[config.mk]
export PLATFORM = sky130hd
export DESIGN_NAME = bus_arbiter_rr
export DESIGN_NICKNAME = d
export VERILOG_FILES = /design/src/rtl/bus_arbiter_rr.sv
export SDC_FILE = /design/constraint.sdc
export NUM_CORES = 1
export LEC_CHECK = 0
export BUFFER_PORTS_ARGS = -buffer_cell sky130_fd_sc_hd__buf_4
export CORE_AREA = 2 2 203 205
export CTS_BUF_LIST = sky130_fd_sc_hd__clkbuf_8
export CTS_CLUSTER_SIZE = 28
export DETAILED_ROUTE_END_ITERATION = 16
export DIE_AREA = 0 0 205 207
export PLACE_DENSITY = 0.45
export SLEW_MARGIN = 20
export SYNTH_ARGS = -nofsm -noshare
export SYNTH_HDL_FRONTEND = slang
export SYNTH_SLANG_ARGS = --single-unit
[constraint.sdc]
create_clock -name clk -period 3.2 [get_ports clk]
set_input_delay 0.16 -clock clk [delete_from_list [all_inputs] [get_ports clk]]
set_output_delay 0.16 -clock clk [all_outputs]
set_load 0.1 [all_outputs]
[src/rtl/bus_arbiter_rr.sv]
// rtl/bus_arbiter_rr.sv - round-robin N-master / S-slave bus arbiter with region decode and ready timeout
module bus_arbiter_rr #(
    parameter int                             NUM_MASTERS = 2,
    parameter int                             NUM_SLAVES  = 8,
    parameter int                             ADDR_W      = 32,
    parameter int                             DATA_W      = 32,
    parameter logic [NUM_SLAVES*ADDR_W-1:0]   SLV_BASE    = '0,
    parameter logic [NUM_SLAVES*ADDR_W-1:0]   SLV_LIMIT   = '0,
    parameter int                             DBG_MASTER  = 1,
    parameter int                             TIMEOUT     = 16
) (
    input  logic                               clk,
    input  logic                               reset,
    input  logic                               ds_cpu_halt,
    input  logic [NUM_MASTERS*ADDR_W-1:0]      m_address,
    input  logic [NUM_MASTERS*DATA_W-1:0]      m_write_data,
    input  logic [NUM_MASTERS*2-1:0]           m_reqw,
    input  logic [NUM_MASTERS*2-1:0]           m_mode,
    input  logic [NUM_MASTERS-1:0]             m_reqs,
    output logic [DATA_W-1:0]                  m_read_data,
    output logic [NUM_MASTERS-1:0]             m_ack,
    output logic [NUM_MASTERS-1:0]             m_err,
    output logic [ADDR_W-1:0]                  slv_address,
    output logic [DATA_W-1:0]                  slv_write_data,
    output logic [1:0]                         slv_reqw,
    output logic [1:0]                         slv_mode,
    output logic                               slv_reqs,
    output logic [NUM_SLAVES-1:0]              slv_select,
    input  logic [NUM_SLAVES*DATA_W-1:0]       slv_read_data,
    input  logic [NUM_SLAVES-1:0]              slv_ready,
    output logic [$clog2(NUM_MASTERS)-1:0]     grant_idx,
    output logic                               busy
);
    localparam int MW = $clog2(NUM_MASTERS);
    localparam int CW = $clog2(TIMEOUT + 1);
    localparam logic [NUM_MASTERS-1:0] DBG_MASK = NUM_MASTERS'(1) << DBG_MASTER;
    localparam logic [MW-1:0] PTR_RST = MW'(NUM_MASTERS - 1);

    typedef enum logic [1:0] {IDLE, ACCESS, DONE} state_t;

    state_t                  state_q, state_d;
    logic [MW-1:0]           ptr_q, ptr_d, grant_q, grant_d;
    logic [ADDR_W-1:0]       addr_q, addr_d;
    logic [DATA_W-1:0]       wdata_q, wdata_d, rdata_q, rdata_d;
    logic [1:0]              reqw_q, reqw_d, mode_q, mode_d;
    logic [NUM_SLAVES-1:0]   sel_q, sel_d;
    logic                    err_q, err_d;
    logic [CW-1:0]           cnt_q, cnt_d;

    logic [NUM_MASTERS-1:0]  elig;
    logic                    found, hit, ready_sel;
    logic [MW-1:0]           win, cand_idx;
    int                      cand;
    logic [ADDR_W-1:0]       win_addr;
    logic [DATA_W-1:0]       win_wdata, rd_sel;
    logic [1:0]              win_reqw, win_mode;
    logic [NUM_SLAVES-1:0]   dec;

    // Search starts one past the last winner so every master gets a turn.
    always_comb begin
        elig     = ds_cpu_halt ? (m_reqs & DBG_MASK) : m_reqs;
        found    = 1'b0;
        win      = '0;
        cand     = 0;
        cand_idx = '0;
        for (int i = 1; i <= NUM_MASTERS; i++) begin
            cand = int'(ptr_q) + i;
            if (cand >= NUM_MASTERS) cand = cand - NUM_MASTERS;
            cand_idx = MW'(cand);
            if (!found && elig[cand_idx]) begin
                found = 1'b1;
                win   = cand_idx;
            end
        end
    end

    always_comb begin
        win_addr  = '0;
        win_wdata = '0;
        win_reqw  = '0;
        win_mode  = '0;
        for (int i = 0; i < NUM_MASTERS; i++) begin
            if (win == MW'(i)) begin
                win_addr  = m_address[i*ADDR_W +: ADDR_W];
                win_wdata = m_write_data[i*DATA_W +: DATA_W];
                win_reqw  = m_reqw[i*2 +: 2];
                win_mode  = m_mode[i*2 +: 2];
            end
        end
        hit = 1'b0;
        dec = '0;
        for (int i = 0; i < NUM_SLAVES; i++) begin
            if (!hit && win_addr >= SLV_BASE[i*ADDR_W +: ADDR_W]
                     && win_addr <= SLV_LIMIT[i*ADDR_W +: ADDR_W]) begin
                hit    = 1'b1;
                dec[i] = 1'b1;
            end
        end
    end

    // sel_q is one-hot, so an OR of masked lanes is the selected slave's data.
    always_comb begin
        rd_sel = '0;
        for (int i = 0; i < NUM_SLAVES; i++) begin
            if (sel_q[i]) rd_sel = rd_sel | slv_read_data[i*DATA_W +: DATA_W];
        end
        ready_sel = |(slv_ready & sel_q);
    end

    always_comb begin
        state_d = state_q;
        ptr_d   = ptr_q;
        grant_d = grant_q;
        addr_d  = addr_q;
        wdata_d = wdata_q;
        reqw_d  = reqw_q;
        mode_d  = mode_q;
        sel_d   = sel_q;
        err_d   = err_q;
        cnt_d   = cnt_q;
        rdata_d = rdata_q;
        case (state_q)
            IDLE: begin
                if (found) begin
                    ptr_d   = win;
                    grant_d = win;
                    addr_d  = win_addr;
                    wdata_d = win_wdata;
                    reqw_d  = win_reqw;
                    mode_d  = win_mode;
                    sel_d   = dec;
                    cnt_d   = '0;
                    err_d   = !hit;
                    state_d = hit ? ACCESS : DONE;
                end
            end
            ACCESS: begin
                if (ready_sel) begin
                    rdata_d = rd_sel;
                    err_d   = 1'b0;
                    sel_d   = '0;
                    state_d = DONE;
                end else if (cnt_q == CW'(TIMEOUT - 1)) begin
                    rdata_d = '0;
                    err_d   = 1'b1;
                    sel_d   = '0;
                    state_d = DONE;
                end else begin
                    cnt_d = cnt_q + CW'(1);
                end
            end
            DONE: begin
                sel_d   = '0;
                state_d = IDLE;
            end
            default: state_d = IDLE;
        endcase
    end

    always_ff @(posedge clk or posedge reset) begin
        if (reset) begin
            state_q <= IDLE;
            ptr_q   <= PTR_RST;
            grant_q <= '0;
            addr_q  <= '0;
            wdata_q <= '0;
            reqw_q  <= '0;
            mode_q  <= '0;
            sel_q   <= '0;
            err_q   <= 1'b0;
            cnt_q   <= '0;
            rdata_q <= '0;
        end else begin
            state_q <= state_d;
            ptr_q   <= ptr_d;
            grant_q <= grant_d;
            addr_q  <= addr_d;
            wdata_q <= wdata_d;
            reqw_q  <= reqw_d;
            mode_q  <= mode_d;
            sel_q   <= sel_d;
            err_q   <= err_d;
            cnt_q   <= cnt_d;
            rdata_q <= rdata_d;
        end
    end

    assign m_read_data    = rdata_q;
    assign m_ack          = (state_q == DONE) ? (NUM_MASTERS'(1) << grant_q) : '0;
    assign m_err          = (state_q == DONE && err_q) ? (NUM_MASTERS'(1) << grant_q) : '0;
    assign slv_address    = addr_q;
    assign slv_write_data = wdata_q;
    assign slv_reqw       = reqw_q;
    assign slv_mode       = mode_q;
    assign slv_reqs       = (state_q == ACCESS);
    assign slv_select     = sel_q;
    assign grant_idx      = grant_q;
    assign busy           = (state_q != IDLE);
endmodule

======== Word level (Yosys, flattened, before mapping) ========
Index checks and enable logic that the tools add are counted.
operators by class
  order comparisons ....................... 6
  equal/unequal tests ..................... 7
  add/subtract/negate cells ............... 5
  shift operators ......................... 1
  reduce and logical (&&, ||, !) cells .... 38
  bitwise operators ....................... 8
  muxes and demuxes ....................... 59
operators by type and width
  kind                   number
  $mux W32               12
  $or A32 B32 Y32        7
  $ge A32 B1 Y1 const B  1
  $le A32 B1 Y1 const B  1
  $mux W1                29
  $mux W8                3
  $pmux W8 S3            1
  $logic_and A1 B1 Y1    17
  $mux W2                8
  $mux W5                3
  $pmux W5 S2            1
  $logic_not A1 Y1       9
  $and A8 B8 Y8          1
  $reduce_or A8 Y1       1
  $ne A2 B2 Y1 const B   3
  $reduce_and A2 Y1      3
  $reduce_and A3 Y1      2
  $reduce_bool A2 Y1     3
  $add A5 B1 Y5 const B  1
  $eq A5 B4 Y1 const B   1
  $lt A1 B2 Y1 const B   2
  $pmux W2 S2            1
  $reduce_and A4 Y1      1
  $add A1 B2 Y3 const B  1
  11 further kinds       12
word-level totals
  word-level logic and storage cells ...... 135
  output and inout bits ................... 115
  bits in registers ....................... 118
  input bits .............................. 405

======== Longest topological paths before layout ========
  word-level depth ........................ 44
  mapped depth ............................ 9
  mapped depth without buffers ............ 8

======== Worst setup path after synthesis ========
OpenSTA, ideal clock, no wires.
  path type ............................... register to output
  start point ............................. register grant_q, in the netlist grant_idx
  end point ............................... output port m_ack[0]
  buffers on the path ..................... 0
  data required time ...................... 3,040 ps
  data arrival time ....................... 2,249 ps
  cell stages (with the launch flop) ...... 2
  slack ................................... 791 ps
  cell sequence ........................... dfrtp_1 > nor2b_1
between the ends
  word-level cells in the longest chain between the ends .. 2
ends and longest elaborated chain
  item                      RTL line  source
  start: declaration        42        logic [MW-1:0] ptr_q, ptr_d, grant_q, grant_d;
  start signal: assignment  176       grant_q <= grant_d;
  $shl A1 B1 Y2             189       assign m_ack = (state_q == DONE) ? (NUM_MASTERS'(1) << grant_q) : '0;
  $mux W2                   189
  end: declaration          21        output logic [NUM_MASTERS-1:0] m_ack,
No other way between the ends.

======== Final worst setup path ========
  start point ............................. register ptr_q
  end point ............................... register wdata_q[11], in the netlist slv_write_data[11]
between the ends
  word-level cells in the longest chain between the ends .. 10
  elaborated cells between the ends (all ways) .. 20
  classes of those cells .................. add/sub (4); order compare (2); mux (11); reduce/logical (3)
ends and longest elaborated chain
  item                                                    RTL line  source
  start: declaration                                      42
  start signal: assignment                                175       ptr_q <= ptr_d;
  branches (longest 10 deep; another with $add A1 B2 Y3)  n/a
  end signal: assignment                                  178       wdata_q <= wdata_d;
  end: declaration                                        44        logic [DATA_W-1:0] wdata_q, wdata_d, rdata_q, rdata_d;
Several ways; the timed one is not identified. The select of a mux whose other input is x is not followed.
A chain may end at the register's enable or synchronous reset.

==> flow_summary.ini <==
[placement]
post-place-cells = 1259
port_buffers = 281
globalplace.congestion = 0.723
place_area_mm2 = 0.00782
dp_hpwl_um = 13800

[detailed_routing]
wl_met2_um = 9570
vias = 4778
routed_wl_um = 18900
drt-wirelength-per-cell_um = 13.9
drt_iter0_markers = 161
ant_nets = 0
highest_layer = met4
drc_errors = 0
dr_wl_met3_um = 1240
m1WireLength_um = 7810
dr.pass1.iters = 4
vias_per_cell = 3.51

[worst_setup_path]
rrSetupSlack_ns = 0.80
critPathLaunch = ptr_q$_DFFE_PP1P_
required_ns = 3.50
timing.rr.end = slv_write_data[11]$_DFFE_PP0P_
r2r_start = ptr_q$_DFFE_PP1P_
worstPathArrival_ns = 2.70
r2r.worst_path.cells = 5
startpoint_type = flop
critPathMaxFanout = 34
critical_path_class = flop to flop
worstSetupEndpointType = flop

[die]
die_area_mm2 = 0.0424
fp.coreArea_mm2 = 0.0404
io_pins = 520
die_h_um = 207
rows = 74
dieWidth_um = 205
initial_utilization = 0.126

[sta]
slew_headroom = 0.584
final-hold-violation-count = 0
finalCriticalPeriod_ns = 2.40
period_share = 0.750
drv_slew = 0
fmax_mhz = 417
clock_skew_ns = 0.0232
finalSetupTns_ns = 0
finalSetupViolations = 0
worstMarginPinSlew_ns = 0.619
rsz0062_at_grt = no

[layout]
num-fill-cells = 4438
final_common_cell = buf_4
final_area_mm2 = 0.00889
synthToLayoutAreaGrowth_pct = 74.5
instances_no_fill = 1362
drive_gt1_frac = 0.381
finalNetCount = 1235
register_area_mm2 = 0.00278
multiInputGateArea_mm2 = 0.00213
final_cell_mix = buf_4, dfrtp_1, dlygate4sd3_1

[clocking]
clkSinkCount = 111
cts_made_buffers = 9
cts_tree = yes
cts-htree-levels = 3
cts_resized = 0
clk_path_buf_depth = 2
clockRootBuffer = clkbuf_8
post_cts_buffers = 0
insertion_delay_ns = 0.43
cts.clk_slew.worst_paths_ns = 0.12

[global_routing]
grt_remaining_overflow = 0
grt_pass1_vias = 5003
antenna_found_initial = 1
grt_pass1_wl_um = 29100
grt_max_degree = 88
grt_use_total = 0.0903

[synthesis]
yosys_warnings = 0
netlist.area_leader.share = 0.540
synth_cells = 469
synth_cell_type_count = 37
synth_area_leaders = dfrtp_1, mux2i_1, o21ai_0
ys_seq_area_frac = 0.545
avgSynthCellArea_um2 = 10.9
ys_seq_elements = 111
yosysTopAreaCell = dfrtp_1
syn-cell-area_mm2 = 0.00510

[status]
status = complete, no violations

[power]
peakVddDrop_uv = 505
p_leak_uw = 0.00435
power_density_mw_per_mm2 = 952

[worst_hold_path]
min_path_type = primary input to flop
min_to = slv_write_data[2]$_DFFE_PP0P_
hold_start = m_write_data[34]
hold_depth = 3

[run]
maxCapViolCount = 0
## layer usage
layer / vias up / track usage
met5: - / 0
met4: 0 / 0.0340
met3: 18 / 0.0272
met2: 163 / 0.154
met1: 2233 / 0.106
li1: 2364 / -
## cells by family after synthesis
logic type	count (synthesis)	share of synthesized area
other cells	1	0.000736
xor+xnor	1	0.00172
fa+ha+maj	6	0.0147
buf+inv	46	0.0457
flops	111	0.545
mux	70	0.137
simple gates	113	0.102
compound gates	121	0.153
## state kept, by name (all words and copies together) (netlist names)
register	flops
state_q	2
slv_select	1
slv_mode	2
err_q	1
slv_reqw	2
slv_write_data	32
cnt_q	5
slv_address	32
ptr_q	1
grant_idx	1
m_read_data	32
## layout make-up
class / instances / area share
well taps: 532 / 0.0748
diodes: 1 / 0.000281
clock buffers: 12 / 0.0186
multi-input cells: 318 / 0.239
flip-flops and latches: 111 / 0.312
repair buffers: 377 / 0.347
clock inverters: 4 / 0.00492
inverters: 7 / 0.00324
## how the worst max path moves through the flow
stage / end / slack (ns) / depth (start not counted)
6_report: slv_write_data[11]$_DFFE_PP0P_ / 0.80 / 5
4_1_cts: slv_write_data[22]$_DFFE_PP0P_ / 0.79 / 5
3_5_place_dp: cnt_q[2]$_DFFE_PP0P_ / 1.04 / 8
3_3_place_gp: cnt_q[2]$_DFFE_PP0P_ / 1.04 / 8
5_1_grt: slv_address[31]$_DFFE_PP0P_ / 0.65 / 5
2_1_floorplan: cnt_q[0]$_DFFE_PP0P_ / 0.11 / 1
## where the power goes
| part | switching [uW] | internal (uW) |
|---|---|---|
| clock network | 533 | 422 |
| logic | 4280 | 1130 |
| registers | 250 | 1850 |
## stage by stage
| step | hold WS (ns) | power (uW) | setup WS [ns] | utilization |
|---|---|---|---|---|
| 2_1_floorplan | 0.293 | 6190 | 0.111 | - |
| 3_3_place_gp | 0.214 | 7480 | 1.04 | 0.194 |
| 3_5_place_dp | 0.220 | 7490 | 1.04 | 0.194 |
| 4_1_cts | 0.00111 | 8610 | 0.792 | 0.220 |
| 5_1_grt | 0.0197 | 8900 | 0.654 | 0.220 |
| 6_report | 0.0459 | 8460 | 0.800 | 0.220 |
## timing repair
item,in CTS,in global routing
endpoints found under the setup margin,0,0
hold buffers,86,0
endpoints found under the hold margin,90,0
## cells in the mapped netlist, drive strengths merged
library cell / instances
clkbuf: 11
o21ai: 75
a21oi: 3
mux2i: 70
buf: 28
dfstp: 1
a211oi: 1
o31a: 2
nand3: 3
a41oi: 1
nor2b: 2
ha: 6
nor3b: 1
nand2: 74
a21bo: 1
and3: 3
a21boi: 1
a22o: 34
inv: 7
conb: 1
and2: 1
nor3: 1
o41ai: 1
nor2: 7
nor4: 16
nand4: 4
xnor2: 1
dfrtp: 110
o31ai: 2
nand2b: 1
## worst max-delay path, cell delays in order, from the launching register on
cell and delay [ns]:
dfstp_2 0.56, a21bo_4 0.47, buf_12 0.31, mux2i_1 0.23
dlygate4sd3_1 0.56, o21ai_0 0.07
No activity file was read; power rests on OpenSTA's default activity.
